### src/rtl/fetch_unit.sv
// RV32 instruction fetch: owns the PC, drives sync-read imem, realigns data with its PC (optional FETCH_MISALIGN_CHK_EN).
// Latency: address in cycle N, word/pc_o/valid_o in cycle N+1; one instruction per cycle.
// Backpressure: stall_i holds everything and drops imem_en_o combinationally; redirect_i overrides stall_i.
module fetch_unit #(
    parameter logic [31:0] RESET_PC  = 32'h0000_0000,
    parameter logic [31:0] NOP_INSTR = 32'h0000_0013
) (
    input  logic        clk,
    input  logic        resetn,
    input  logic        stall_i,
    input  logic        redirect_i,
    input  logic [31:0] redirect_pc_i,
    input  logic        halt_i,
    output logic        imem_en_o,
    output logic [31:0] imem_addr_o,
    input  logic [31:0] imem_rdata_i,
    output logic [31:0] instr_o,
    output logic [31:0] pc_o,
    output logic [31:0] pc_plus4_o,
    output logic        valid_o,
    output logic        misaligned_o,
    output logic [31:0] fetch_count_o
);

    localparam logic [1:0] ST_BOOT = 2'd0;
    localparam logic [1:0] ST_RUN  = 2'd1;
    localparam logic [1:0] ST_HALT = 2'd2;

    logic [1:0]  state_q, state_d;
    logic [31:0] pc_q, pc_d;
    logic [31:0] pc_out_q, pc_out_d;
    logic        valid_q, valid_d;
    logic [31:0] count_q;
    logic [31:0] redirect_tgt;
    logic        redirect_bad;

    // Low address bits are dropped on load; with checking enabled a misaligned target is never loaded anyway.
    assign redirect_tgt = redirect_pc_i & ~32'h3;

`ifdef FETCH_MISALIGN_CHK_EN
    logic misaligned_q;

    assign redirect_bad = (redirect_pc_i[1:0] != 2'b00);

    always_ff @(posedge clk or negedge resetn) begin
        if (!resetn) begin
            misaligned_q <= 1'b0;
        end else if (redirect_i && (state_q != ST_BOOT)) begin
            misaligned_q <= redirect_bad;
        end
    end

    assign misaligned_o = misaligned_q;
`else
    assign redirect_bad = 1'b0;
    assign misaligned_o = 1'b0;
`endif

    always_comb begin
        state_d  = state_q;
        pc_d     = pc_q;
        pc_out_d = pc_out_q;
        valid_d  = valid_q;
        case (state_q)
            ST_BOOT: begin
                state_d = ST_RUN;
            end
            ST_RUN: begin
                if (redirect_i) begin
                    valid_d = 1'b0;
                    if (redirect_bad) begin
                        state_d = ST_HALT;
                    end else begin
                        pc_d = redirect_tgt;
                    end
                end else if (!stall_i) begin
                    pc_out_d = pc_q;
                    valid_d  = 1'b1;
                    pc_d     = pc_q + 32'd4;
                    if (halt_i) begin
                        state_d = ST_HALT;
                    end
                end
            end
            ST_HALT: begin
                valid_d = 1'b0;
                if (redirect_i && !redirect_bad) begin
                    pc_d    = redirect_tgt;
                    state_d = ST_RUN;
                end
            end
            default: begin
                state_d = ST_BOOT;
                valid_d = 1'b0;
            end
        endcase
    end

    always_ff @(posedge clk or negedge resetn) begin
        if (!resetn) begin
            state_q  <= ST_BOOT;
            pc_q     <= RESET_PC;
            pc_out_q <= RESET_PC;
            valid_q  <= 1'b0;
        end else begin
            state_q  <= state_d;
            pc_q     <= pc_d;
            pc_out_q <= pc_out_d;
            valid_q  <= valid_d;
        end
    end

    // An instruction counts as delivered on the edge that moves it out of IF/ID.
    always_ff @(posedge clk or negedge resetn) begin
        if (!resetn) begin
            count_q <= 32'd0;
        end else if (valid_q && !stall_i) begin
            count_q <= count_q + 32'd1;
        end
    end

    assign imem_en_o     = (state_q == ST_RUN) && !stall_i;
    assign imem_addr_o   = pc_q;
    assign instr_o       = valid_q ? imem_rdata_i : NOP_INSTR;
    assign pc_o          = pc_out_q;
    assign pc_plus4_o    = pc_out_q + 32'd4;
    assign valid_o       = valid_q;
    assign fetch_count_o = count_q;

endmodule

### config.mk
export PLATFORM = sky130hd
export DESIGN_NAME = fetch_unit
export DESIGN_NICKNAME = d
export VERILOG_FILES = /design/src/rtl/fetch_unit.sv
export SDC_FILE = /design/constraint.sdc
export NUM_CORES = 1
export LEC_CHECK = 0
export CAP_MARGIN = 0
export CORE_MARGIN = 3
export CORE_UTILIZATION = 43
export DETAILED_ROUTE_END_ITERATION = 10
export PLACE_DENSITY = 0.85
export SYNTH_ARGS = -nofsm -noshare
export SYNTH_HDL_FRONTEND = slang
export SYNTH_SLANG_ARGS = --single-unit
### constraint.sdc
create_clock -name clk -period 3.04 [get_ports clk]
set_clock_uncertainty 0.1 [all_clocks]
set_input_delay 0.912 -clock clk [delete_from_list [all_inputs] [get_ports clk]]
set_output_delay 0.912 -clock clk [all_outputs]
set_load 0.05 [all_outputs]
==> flow_metrics.env, run 1 <==
export IMPL_ys_seq_area_share_pct=43.5
export IMPL_end_kind="output port"
export IMPL_hpwl_mm=13.9
export IMPL_die_area_um2=14100
export IMPL_synth_mux_area_share_pct=0.390
export IMPL_fin_hold_ws_ps=386
export IMPL_port_buffers=222
export IMPL_place_gp_congestion=0.920
export IMPL_worstHoldPathType="flip-flop to flip-flop"
export IMPL_cp_max_fo=7
export IMPL_setup_viol=11
export IMPL_num_io_pins=232
export IMPL_p_seq_share_pct=27.9
export IMPL_clk_pin_slew_ps=70
export IMPL_vias=6019
export IMPL_htreeDepth=3
export IMPL_fmax_mhz=303
export IMPL_fillers=775
export IMPL_startpoint_type="flip-flop"
export IMPL_cts_buffers=9
export IMPL_post_route_drc_count=0
export IMPL_critPathKind="flip-flop to output port"
export IMPL_reg2reg_depth=6
export IMPL_synth_warnings=0
export IMPL_cap_violations=0
export IMPL_tritoncts="yes"
export IMPL_fp_dieW_um=119
export IMPL_crit_required_ps=2030
export IMPL_slew_headroom_pct=46.3
export IMPL_start_util_pct=44.7
export IMPL_p_per_area_nw_per_um2=728
export IMPL_first_iter_violations=924
export IMPL_synth_area_leader_cell="dfrtp_1"
export IMPL_power_share_clock_pct=17.2
export IMPL_tightest_slew_ps=806
export IMPL_switching_share_pct=46.2
export IMPL_p_sw_mw=3.16
export IMPL_cp_arrival_ps=2290
export IMPL_grt_use_total_pct=27.2
export IMPL_regArea_um2=2400
export IMPL_period_minus_slack_ps=3310
export IMPL_synth_area_top_cells="dfrtp_1 44%, nand2_1 9.3%, xnor2_1 5.8%"
export IMPL_irDropWorstVdd_mv=0.297
export IMPL_cts_sinks=95
export IMPL_violations="setup timing"
export IMPL_antennaDiodeCount=0
export IMPL_synthAdderAreaFrac_pct=0.687
export IMPL_multi_input_area_um2=3210
export IMPL_drt_wl_total_mm=20.3
export IMPL_cp_slowest_stage_delay_ps=420
export IMPL_rows=40
export IMPL_synth_area_um2=5460
export IMPL_synth_edff_count=0
export IMPL_viasPerCell=5.68
export IMPL_synth_simple_gate_area_share_pct=31.6
export IMPL_dr_pass1_iters=6
export IMPL_synth_seq_cells=95
export IMPL_finalNetCount=958
export IMPL_fp_dieH_um=119
export IMPL_period_share_pct=109
export IMPL_place_area_um2=8740
export IMPL_antenna_found_initial=0
export IMPL_grt_max_degree=52
export IMPL_syn_area_per_cell_um2=8.67
export IMPL_holdPathStages=1
export IMPL_hold_violations=0
export IMPL_areaGrowthSynthToFinish_pct=72.3
export IMPL_instances_no_fill=1059
export IMPL_ant_nets=0
export IMPL_cp_cell_sequence="ha_4, inv_2, or2_4, nor3b_4, nand4_1, xnor2_4, buf_12"
export IMPL_fin_ws_ps=-265
export IMPL_fin_area_um2=9410
export IMPL_intPower_mw=3.68
export IMPL_cpMaxStageDelayCell="dfrtp_2"
export IMPL_dp_cells=1015
export IMPL_netlist_top_cells_count="136 x nand2_1, 95 x dfrtp_1, 38 x nor2_1"
export IMPL_synth_most_common_cell="nand2_1"
export IMPL_drive_above_1_share_pct=22.0
export IMPL_p_total_mw=6.84
export IMPL_synth_top_area_share_pct=43.5
export IMPL_wire_per_inst_um=19.2
export IMPL_synth_async_reset_ratio_pct=100
export IMPL_clk_insertion_delay_late_ps=340
export IMPL_grt_pass1_vias=6040
export IMPL_synth_top_family_by_area="simple AND/OR/NAND/NOR gates"
export IMPL_synth_compound_area_share_pct=10.6
export IMPL_ys_flop_type="dfrtp_1"
export IMPL_cts_root_buffer="clkbuf_16"
export IMPL_status="finished with violations"
export IMPL_synth_cells=630
export IMPL_slew_violations=0
export IMPL_rsz0062_at_grt="true"
export IMPL_grt_pass1_wl_mm=31.2
export IMPL_finalSetupTns_ps=-1220
export IMPL_p_leak_nw=4.04
export IMPL_synth_xor_area_share_pct=9.46
export IMPL_yosys_cell_types_count=61
export IMPL_pwr_share_comb_pct=55.0
export IMPL_grt_ovfl_total=0
export IMPL_cts_buffer_depth=2
export IMPL_core_um2=12200
## kinds of logic (layout without fill, tap and decap cells)
group	Yosys count	count (layout)
AOI/OAI and AO/OA	88	88
xor gates and xnor gates	59	59
adders and majority gates	3	3
buffers and inverters	43	298
DFF	95	95
muxes	2	2
other	1	7
and+or+nand+nor	339	339
## stage by stage
stage | util (%) | setup slack [ps]
after floorplan | - | -174
after global placement | 71.5 | 138
after detailed placement | 71.5 | 75.5
after CTS | 75.5 | -34.8
after global routing | 77.0 | -308
final | 77.0 | -265
## placed cells by master, fill, tap and decap left out, types with 3 or more instances in the layout
| master | synthesis | routed |
|---|---|---|
| a2bb2oi_1 | 6 | 6 |
| clkdlybuf4s50_1 | 0 | 159 |
| xor2_2 | 0 | 9 |
| buf_4 | 8 | 46 |
| nor2_2 | 0 | 3 |
| and2_1 | 31 | 31 |
| nand2b_1 | 8 | 8 |
| nand2_2 | 2 | 3 |
| and4_4 | 0 | 3 |
| nor3_1 | 12 | 10 |
| o21ai_0 | 16 | 16 |
| clkbuf_8 | 0 | 3 |
| nor2b_1 | 3 | 3 |
| nor4_1 | 6 | 5 |
| clkbuf_16 | 0 | 10 |
| o311a_1 | 3 | 3 |
| nor4_4 | 2 | 3 |
| o22ai_1 | 10 | 10 |
| o22a_1 | 4 | 4 |
| xnor2_4 | 0 | 5 |
| dfrtp_2 | 0 | 19 |
| nor2_1 | 38 | 33 |
| inv_1 | 9 | 8 |
| nand3_1 | 36 | 34 |
| conb_1 | 1 | 7 |
| buf_12 | 0 | 60 |
| nand4_1 | 24 | 24 |
| nand2_1 | 136 | 134 |
| o211ai_1 | 3 | 3 |
| a21oi_1 | 29 | 29 |
| and3_1 | 9 | 7 |
| xnor2_1 | 36 | 29 |
| and4_1 | 9 | 6 |
| xor2_1 | 23 | 14 |
| buf_6 | 0 | 4 |
| dfrtp_1 | 95 | 76 |
| or3_1 | 5 | 5 |
| nand3b_1 | 3 | 3 |
## critical path: cells and delay by family (launching register included)
| kind | cells | cell delay (ps) |
|---|---|---|
| AND/OR/NAND/NOR | 3 | 850 |
| flip-flops | 1 | 420 |
| XOR/XNOR | 1 | 290 |
| buffers and inverters | 2 | 190 |
| adder cells (fa/ha/maj) | 1 | 180 |
## per-layer routing
metal | share of wire, % | track usage, % | vias up
met3 | 9.2 | 6.12 | 77
met5 | 0 | 0 | -
li1 | - | - | 2678
met1 | 35 | 32.0 | 2885
met2 | 50 | 46.8 | 379
met4 | 5.4 | 13.2 | 0
## power by group through the flow
| stage | combinational, mW | sequential [mW] | clock (mW) |
|---|---|---|---|
| after floorplan | 1.21 | 2.69 | 0 |
| after global placement | 3.42 | 1.93 | 0 |
| after detailed placement | 3.48 | 1.95 | 0 |
| after CTS | 3.66 | 1.87 | 1.18 |
| after global routing | 3.90 | 1.95 | 1.23 |
| final | 3.76 | 1.91 | 1.17 |
## final timing paths
kind	start	to	slack, ps
min in group asynchronous	resetn	pc_o[13]	490
worst min-delay path	fetch_count_o[31]	fetch_count_o[31]	390
max in group asynchronous	resetn	pc_o[19]	1650
worst max register to register	imem_addr_o[3]	imem_addr_o[24]	560
worst min register to register	fetch_count_o[31]	fetch_count_o[31]	390
worst max-delay path	pc_o[2]	pc_plus4_o[20]	-270
## sequential cells by signal, summed over array words and instances, names as in the netlist
signal / flops
valid_o: 1
imem_addr_o: 30
pc_o: 30
state_q: 2
fetch_count_o: 32
## final cells by class
| type | count | share of cell area [%] |
|---|---|---|
| multi-input combinational | 498 | 34.1 |
| clock buffer | 14 | 2.91 |
| timing repair buffer | 273 | 34.5 |
| clock inverter | 2 | 0.399 |
| inverter | 9 | 0.359 |
| tap | 168 | 2.23 |
| sequential | 95 | 25.5 |
## timing repair
action / CTS / global route
gates resized for setup: 12 / 26
endpoints found under the hold margin: 0 / 0
cloned: 0 / 0
hold buffers: 0 / 0
endpoints found under the setup margin: 15 / 16
pin swaps: 6 / 17
buffers inserted: 18 / 10
(Power assumes the default switching activity.)
==> inputs of run 2 (changes only) <==
--- a/config.mk
+++ b/config.mk
@@ -7,9 +7,9 @@
 export LEC_CHECK = 0
 export CAP_MARGIN = 0
 export CORE_MARGIN = 3
-export CORE_UTILIZATION = 43
+export CORE_UTILIZATION = 45
 export DETAILED_ROUTE_END_ITERATION = 10
-export PLACE_DENSITY = 0.85
+export PLACE_DENSITY = 0.88
 export SYNTH_ARGS = -nofsm -noshare
 export SYNTH_HDL_FRONTEND = slang
 export SYNTH_SLANG_ARGS = --single-unit
==> constraint.sdc (replaced) <==
create_clock -name clk -period 4.1 [get_ports clk]
set_clock_uncertainty 0.1 [all_clocks]
set_input_delay 0.41 -clock clk [delete_from_list [all_inputs] [get_ports clk]]
set_output_delay 0.41 -clock clk [all_outputs]
set_load 0.05 [all_outputs]
==> flow_metrics.env, run 2 (same netlist as run 1, synthesis figures left out) <==
export IMPL_status="complete, no violations"
export IMPL_place_gp_congestion=0.913
export IMPL_grt_max_degree=74
export IMPL_num_io_pins=232
export IMPL_largest_reg_flops=32
export IMPL_htreeDepth=3
export IMPL_switching_share_pct=48.8
export IMPL_p_seq_share_pct=32.0
export IMPL_postCtsHoldBufs=0
export IMPL_grt_ovfl_total=0
export IMPL_hpwl_mm=13.5
export IMPL_r2r_slack_ps=1480
export IMPL_slew_headroom_pct=37.5
export IMPL_drt_wl_total_mm=17.8
export IMPL_start_util_pct=47.0
export IMPL_p_leak_nw=3.38
export IMPL_intPower_mw=2.28
export IMPL_critPathKind="flip-flop to output port"
export IMPL_grt_pass1_vias=5522
export IMPL_period_minus_slack_ps=3560
export IMPL_antenna_found_initial=0
export IMPL_grt_busiest_layer="met2"
export IMPL_met2_usage_pct=44.0
export IMPL_hold_violations=0
export IMPL_startpoint_type="flip-flop"
export IMPL_rows=39
export IMPL_finalNetCount=914
export IMPL_cts_buffers=9
export IMPL_fp_dieW_um=116
export IMPL_worstHoldPathType="primary input to asynchronous set/reset pin"
export IMPL_use_met3_pct=4.56
export IMPL_final_cell_mix="221 x clkdlybuf4s50_1, 136 x nand2_1, 95 x dfrtp_1, 38 x nor2_1"
export IMPL_cts_sinks=95
export IMPL_post_route_drc_count=0
export IMPL_post_cts_buffers=0
export IMPL_cp_arrival_ps=3050
export IMPL_layout_commonest_cell="clkdlybuf4s50_1"
export IMPL_cp_max_fo=7
export IMPL_clk_pin_slew_ps=70
export IMPL_slew_violations=0
export IMPL_tritoncts="yes"
export IMPL_fmax_mhz=281
export IMPL_clk_insertion_delay_late_ps=340
export IMPL_vias=5635
export IMPL_cts_buffer_depth=2
export IMPL_end_kind="output port"
export IMPL_pwr_share_comb_pct=50.2
export IMPL_port_buffers=222
export IMPL_instances_no_fill=990
export IMPL_irDropWorstVdd_mv=0.220
export IMPL_cap_violations=0
export IMPL_rsz0062_at_grt="false"
export IMPL_wire_per_inst_um=17.9
export IMPL_first_iter_violations=602
export IMPL_die_area_um2=13500
export IMPL_reg2reg_depth=5
export IMPL_tightest_slew_ps=937
export IMPL_cts_resized_gates=0
export IMPL_grt_pass1_wl_mm=27.5
export IMPL_regArea_um2=2380
export IMPL_areaGrowthSynthToFinish_pct=47.5
export IMPL_ant_nets=0
export IMPL_dr_pass1_iters=5
export IMPL_drive_above_1_share_pct=4.60
export IMPL_antennaDiodeCount=0
export IMPL_period_share_pct=86.9
export IMPL_finalSetupTns_ps=0
export IMPL_p_per_area_nw_per_um2=554
export IMPL_grt_use_total_pct=25.8
export IMPL_multi_input_area_um2=2910
export IMPL_dp_cells=974
export IMPL_setup_viol=0
export IMPL_cts_root_buffer="clkbuf_16"
export IMPL_r2r_start="valid_o"
export IMPL_power_share_clock_pct=17.7
export IMPL_use_met1_pct=32.2
export IMPL_viasPerCell=5.69
export IMPL_p_sw_mw=2.18
export IMPL_crit_required_ps=3590
export IMPL_r2r_end="fetch_count_o[26]"
export IMPL_fp_dieH_um=116
export IMPL_fillers=895
export IMPL_core_um2=11600
## run 2: worst max path at each step
stage / from / to / slack (ps) / cells past startpoint
after global routing: pc_o[4] / pc_plus4_o[29] / 300 / 6
final: pc_o[3] / pc_plus4_o[24] / 540 / 7
after CTS: pc_o[3] / pc_plus4_o[20] / 540 / 7
after global placement: pc_o[2] / pc_plus4_o[20] / 1020 / 7
after floorplan: pc_o[3] / pc_plus4_o[20] / 780 / 7
after detailed placement: pc_o[2] / pc_plus4_o[20] / 930 / 7
## run 2: metal layers
layer  wire (µm)  part of all wire (%)
met5           0                     0
met1        6990                    39
met4         610                   3.4
met3        1340                   7.5
met2        8820                    50
## run 2: power by group through the flow
stage / Clock [mW] / Sequential, mW / Combinational (mW)
final: 0.790 / 1.43 / 2.24
after CTS: 0.796 / 1.42 / 2.25
after floorplan: 0 / 1.96 / 0.865
after global routing: 0.835 / 1.46 / 2.34
after detailed placement: 0 / 1.43 / 2.24
after global placement: 0 / 1.42 / 2.21
## run 2: final cells by class
| cell class | count | share of cell area (%) |
|---|---|---|
| Inverter | 9 | 0.420 |
| Clock buffer | 11 | 3.01 |
| Tap cell | 143 | 2.22 |
| Clock inverter | 5 | 0.420 |
| Sequential cell | 95 | 29.5 |
| Multi-Input combinational cell | 498 | 36.2 |
| Timing Repair Buffer | 229 | 28.2 |
## run 2: metrics by stage
stage / setup slack (ps) / utilization, % / instance area, µm² / total power [mW] / hold slack (ps)
3_5_place_dp: 929 / 67.0 / 7780 / 3.68 / 386
6_report: 535 / 69.3 / 8050 / 4.46 / 81.4
3_3_place_gp: 1020 / 67.0 / 7780 / 3.63 / 364
2_1_floorplan: 785 / - / 5480 / 2.83 / 14.4
4_1_cts: 544 / 69.3 / 8050 / 4.46 / 129
5_1_grt: 295 / 69.3 / 8050 / 4.64 / 165
## run 2: worst max-delay path, stage by stage, from the launching register on
cell,delay (ps)
dfrtp_1,430
ha_1,240
inv_1,50
or2_2,380
nor3b_1,480
nand3_1,170
xnor2_1,160
clkdlybuf4s50_1,820
==> inputs of run 3 (changes only) <==
--- a/config.mk
+++ b/config.mk
@@ -6,10 +6,10 @@
 export NUM_CORES = 1
 export LEC_CHECK = 0
 export CAP_MARGIN = 0
-export CORE_MARGIN = 3
-export CORE_UTILIZATION = 45
+export CORE_UTILIZATION = 43
 export DETAILED_ROUTE_END_ITERATION = 10
-export PLACE_DENSITY = 0.88
+export GPL_ROUTABILITY_DRIVEN = 1
+export PLACE_DENSITY = 0.85
 export SYNTH_ARGS = -nofsm -noshare
 export SYNTH_HDL_FRONTEND = slang
 export SYNTH_SLANG_ARGS = --single-unit
==> constraint.sdc (replaced) <==
create_clock -name clk -period 3.79 [get_ports clk]
set_clock_uncertainty 0.1 [all_clocks]
set_input_delay 0.379 -clock clk [delete_from_list [all_inputs] [get_ports clk]]
set_output_delay 0.379 -clock clk [all_outputs]
set_load 0.05 [all_outputs]
==> flow_metrics.env, run 3 (same netlist as run 1, synthesis figures left out) <==
export IMPL_status="complete, no violations"
export IMPL_met3_length_mm=1.36
export IMPL_p_leak_nw=3.40
export IMPL_hold_violations=0
export IMPL_tritoncts="yes"
export IMPL_cp_max_fo=7
export IMPL_fmax_mhz=303
export IMPL_die_area_um2=13200
export IMPL_r2r_start="valid_o"
export IMPL_cp_arrival_ps=2820
export IMPL_layout_commonest_cell="clkdlybuf4s50_1"
export IMPL_wire_per_inst_um=16.0
export IMPL_slew_headroom_pct=43.6
export IMPL_rows=40
export IMPL_dp_cells=1001
export IMPL_crit_required_ps=3310
export IMPL_finalSetupTns_ps=0
export IMPL_areaGrowthSynthToFinish_pct=49.3
export IMPL_period_minus_slack_ps=3300
export IMPL_end_kind="output port"
export IMPL_r2r_end="fetch_count_o[26]"
export IMPL_htreeDepth=3
export IMPL_cp_top_family="buffers and inverters"
export IMPL_wirelength_met1_mm=6.73
export IMPL_cts_buffers=9
export IMPL_grt_pass1_vias=5219
export IMPL_grt_use_total_pct=25.5
export IMPL_final_cell_mix="221 x clkdlybuf4s50_1, 136 x nand2_1, 95 x dfrtp_1, 38 x nor2_1"
export IMPL_antenna_found_initial=0
export IMPL_cp_depth=7
export IMPL_fillers=996
export IMPL_fp_dieH_um=115
export IMPL_p_per_area_nw_per_um2=601
export IMPL_irDropWorstVdd_mv=0.222
export IMPL_first_iter_violations=577
export IMPL_grt_max_degree=48
export IMPL_setup_viol=0
export IMPL_antennaDiodeCount=0
export IMPL_rsz0062_at_grt="false"
export IMPL_grt_pass1_wl_mm=26.1
export IMPL_vias=5492
export IMPL_largest_reg_flops=32
export IMPL_clk_pin_slew_ps=60
export IMPL_cpMaxStageDelayCell="clkdlybuf4s50_1"
export IMPL_top_layer_used="met4"
export IMPL_instances_no_fill=1018
export IMPL_startpoint_type="flip-flop"
export IMPL_port_buffers=222
export IMPL_cts_root_buffer="clkbuf_16"
export IMPL_num_io_pins=232
export IMPL_cp_slowest_stage_delay_ps=810
export IMPL_post_route_drc_count=0
export IMPL_place_area_um2=7820
export IMPL_dr_pass1_iters=5
export IMPL_endpoint="pc_plus4_o[20]"
export IMPL_clk_insertion_delay_late_ps=340
export IMPL_fp_dieW_um=115
export IMPL_r2r_slack_ps=1180
export IMPL_finalNetCount=917
export IMPL_drive_above_1_share_pct=4.82
export IMPL_worstHoldPathType="flip-flop to flip-flop"
export IMPL_critPathKind="flip-flop to output port"
export IMPL_critPathLaunch="pc_o[2]"
export IMPL_wl_met2_mm=7.66
export IMPL_path_buf_inv=2
export IMPL_viasPerCell=5.39
export IMPL_cts_buffer_depth=2
export IMPL_drt_wl_total_mm=16.3
export IMPL_hpwl_mm=12.2
export IMPL_period_share_pct=87.1
export IMPL_tightest_slew_ps=846
export IMPL_grt_ovfl_total=0
export IMPL_final_util_pct=66.8
export IMPL_cp_cell_sequence="ha_1, inv_1, or2_2, nor3b_2, nand4_1, xnor2_1, clkdlybuf4s50_1"
export IMPL_ant_nets=0
export IMPL_reg2reg_depth=5
export IMPL_core_um2=12200
export IMPL_slew_violations=0
export IMPL_place_gp_congestion=0.868
export IMPL_start_util_pct=44.7
export IMPL_cts_sinks=95
export IMPL_fin_area_um2=8150
export IMPL_fin_hold_ws_ps=387
export IMPL_cap_violations=0
==> run 3: timing repair <==
action,in CTS,in global routing
hold buffers,1,0
endpoints found under the hold margin,45,0
setup endpoints to repair,0,1
gates resized for setup,0,1
buffers inserted,0,0
==> run 3: worst min-delay path by stage <==
stage | startpoint | to | slack (ps) | cells after the start
detailed placement | resetn | fetch_count_o[5] | 340 | 1
global route | fetch_count_o[9] | fetch_count_o[9] | 420 | 1
floorplan | resetn | fetch_count_o[0] | -20 | 0
finish | fetch_count_o[31] | fetch_count_o[31] | 390 | 1
CTS | fetch_count_o[27] | fetch_count_o[27] | 400 | 1
global placement | resetn | fetch_count_o[6] | 340 | 1
==> run 3: power breakdown <==
group	switching (mW)	leakage, nW	internal [mW]
clock network	0.383	0.142	0.579
logic	1.59	2.08	0.804
registers	0.337	1.19	1.20
total	2.31	3.40	2.58
==> run 3: layer usage <==
metal | vias up | track usage (%)
met4 | 0 | 11.5
met2 | 319 | 41.7
li1 | 2612 | -
met1 | 2524 | 33.2
met3 | 37 | 4.18
met5 | - | 0
==> run 3: layout make-up <==
cell class | count | area [µm²] | share of cell area [%]
Tap cell | 168 | 210 | 2.58
Multi-Input combinational cell | 498 | 2920 | 35.8
Inverter | 9 | 33.8 | 0.414
Timing Repair Buffer | 232 | 2300 | 28.2
Clock buffer | 11 | 233 | 2.85
Sequential cell | 95 | 2380 | 29.2
Clock inverter | 5 | 82.6 | 1.01
==> run 3: per-stage QoR <==
| stage | power, mW | worst slack [ps] |
|---|---|---|
| 2_1_floorplan | 3.06 | 506 |
| 3_3_place_gp | 3.91 | 705 |
| 3_5_place_dp | 3.94 | 680 |
| 4_1_cts | 4.91 | 311 |
| 5_1_grt | 5.11 | 182 |
| 6_report | 4.90 | 488 |
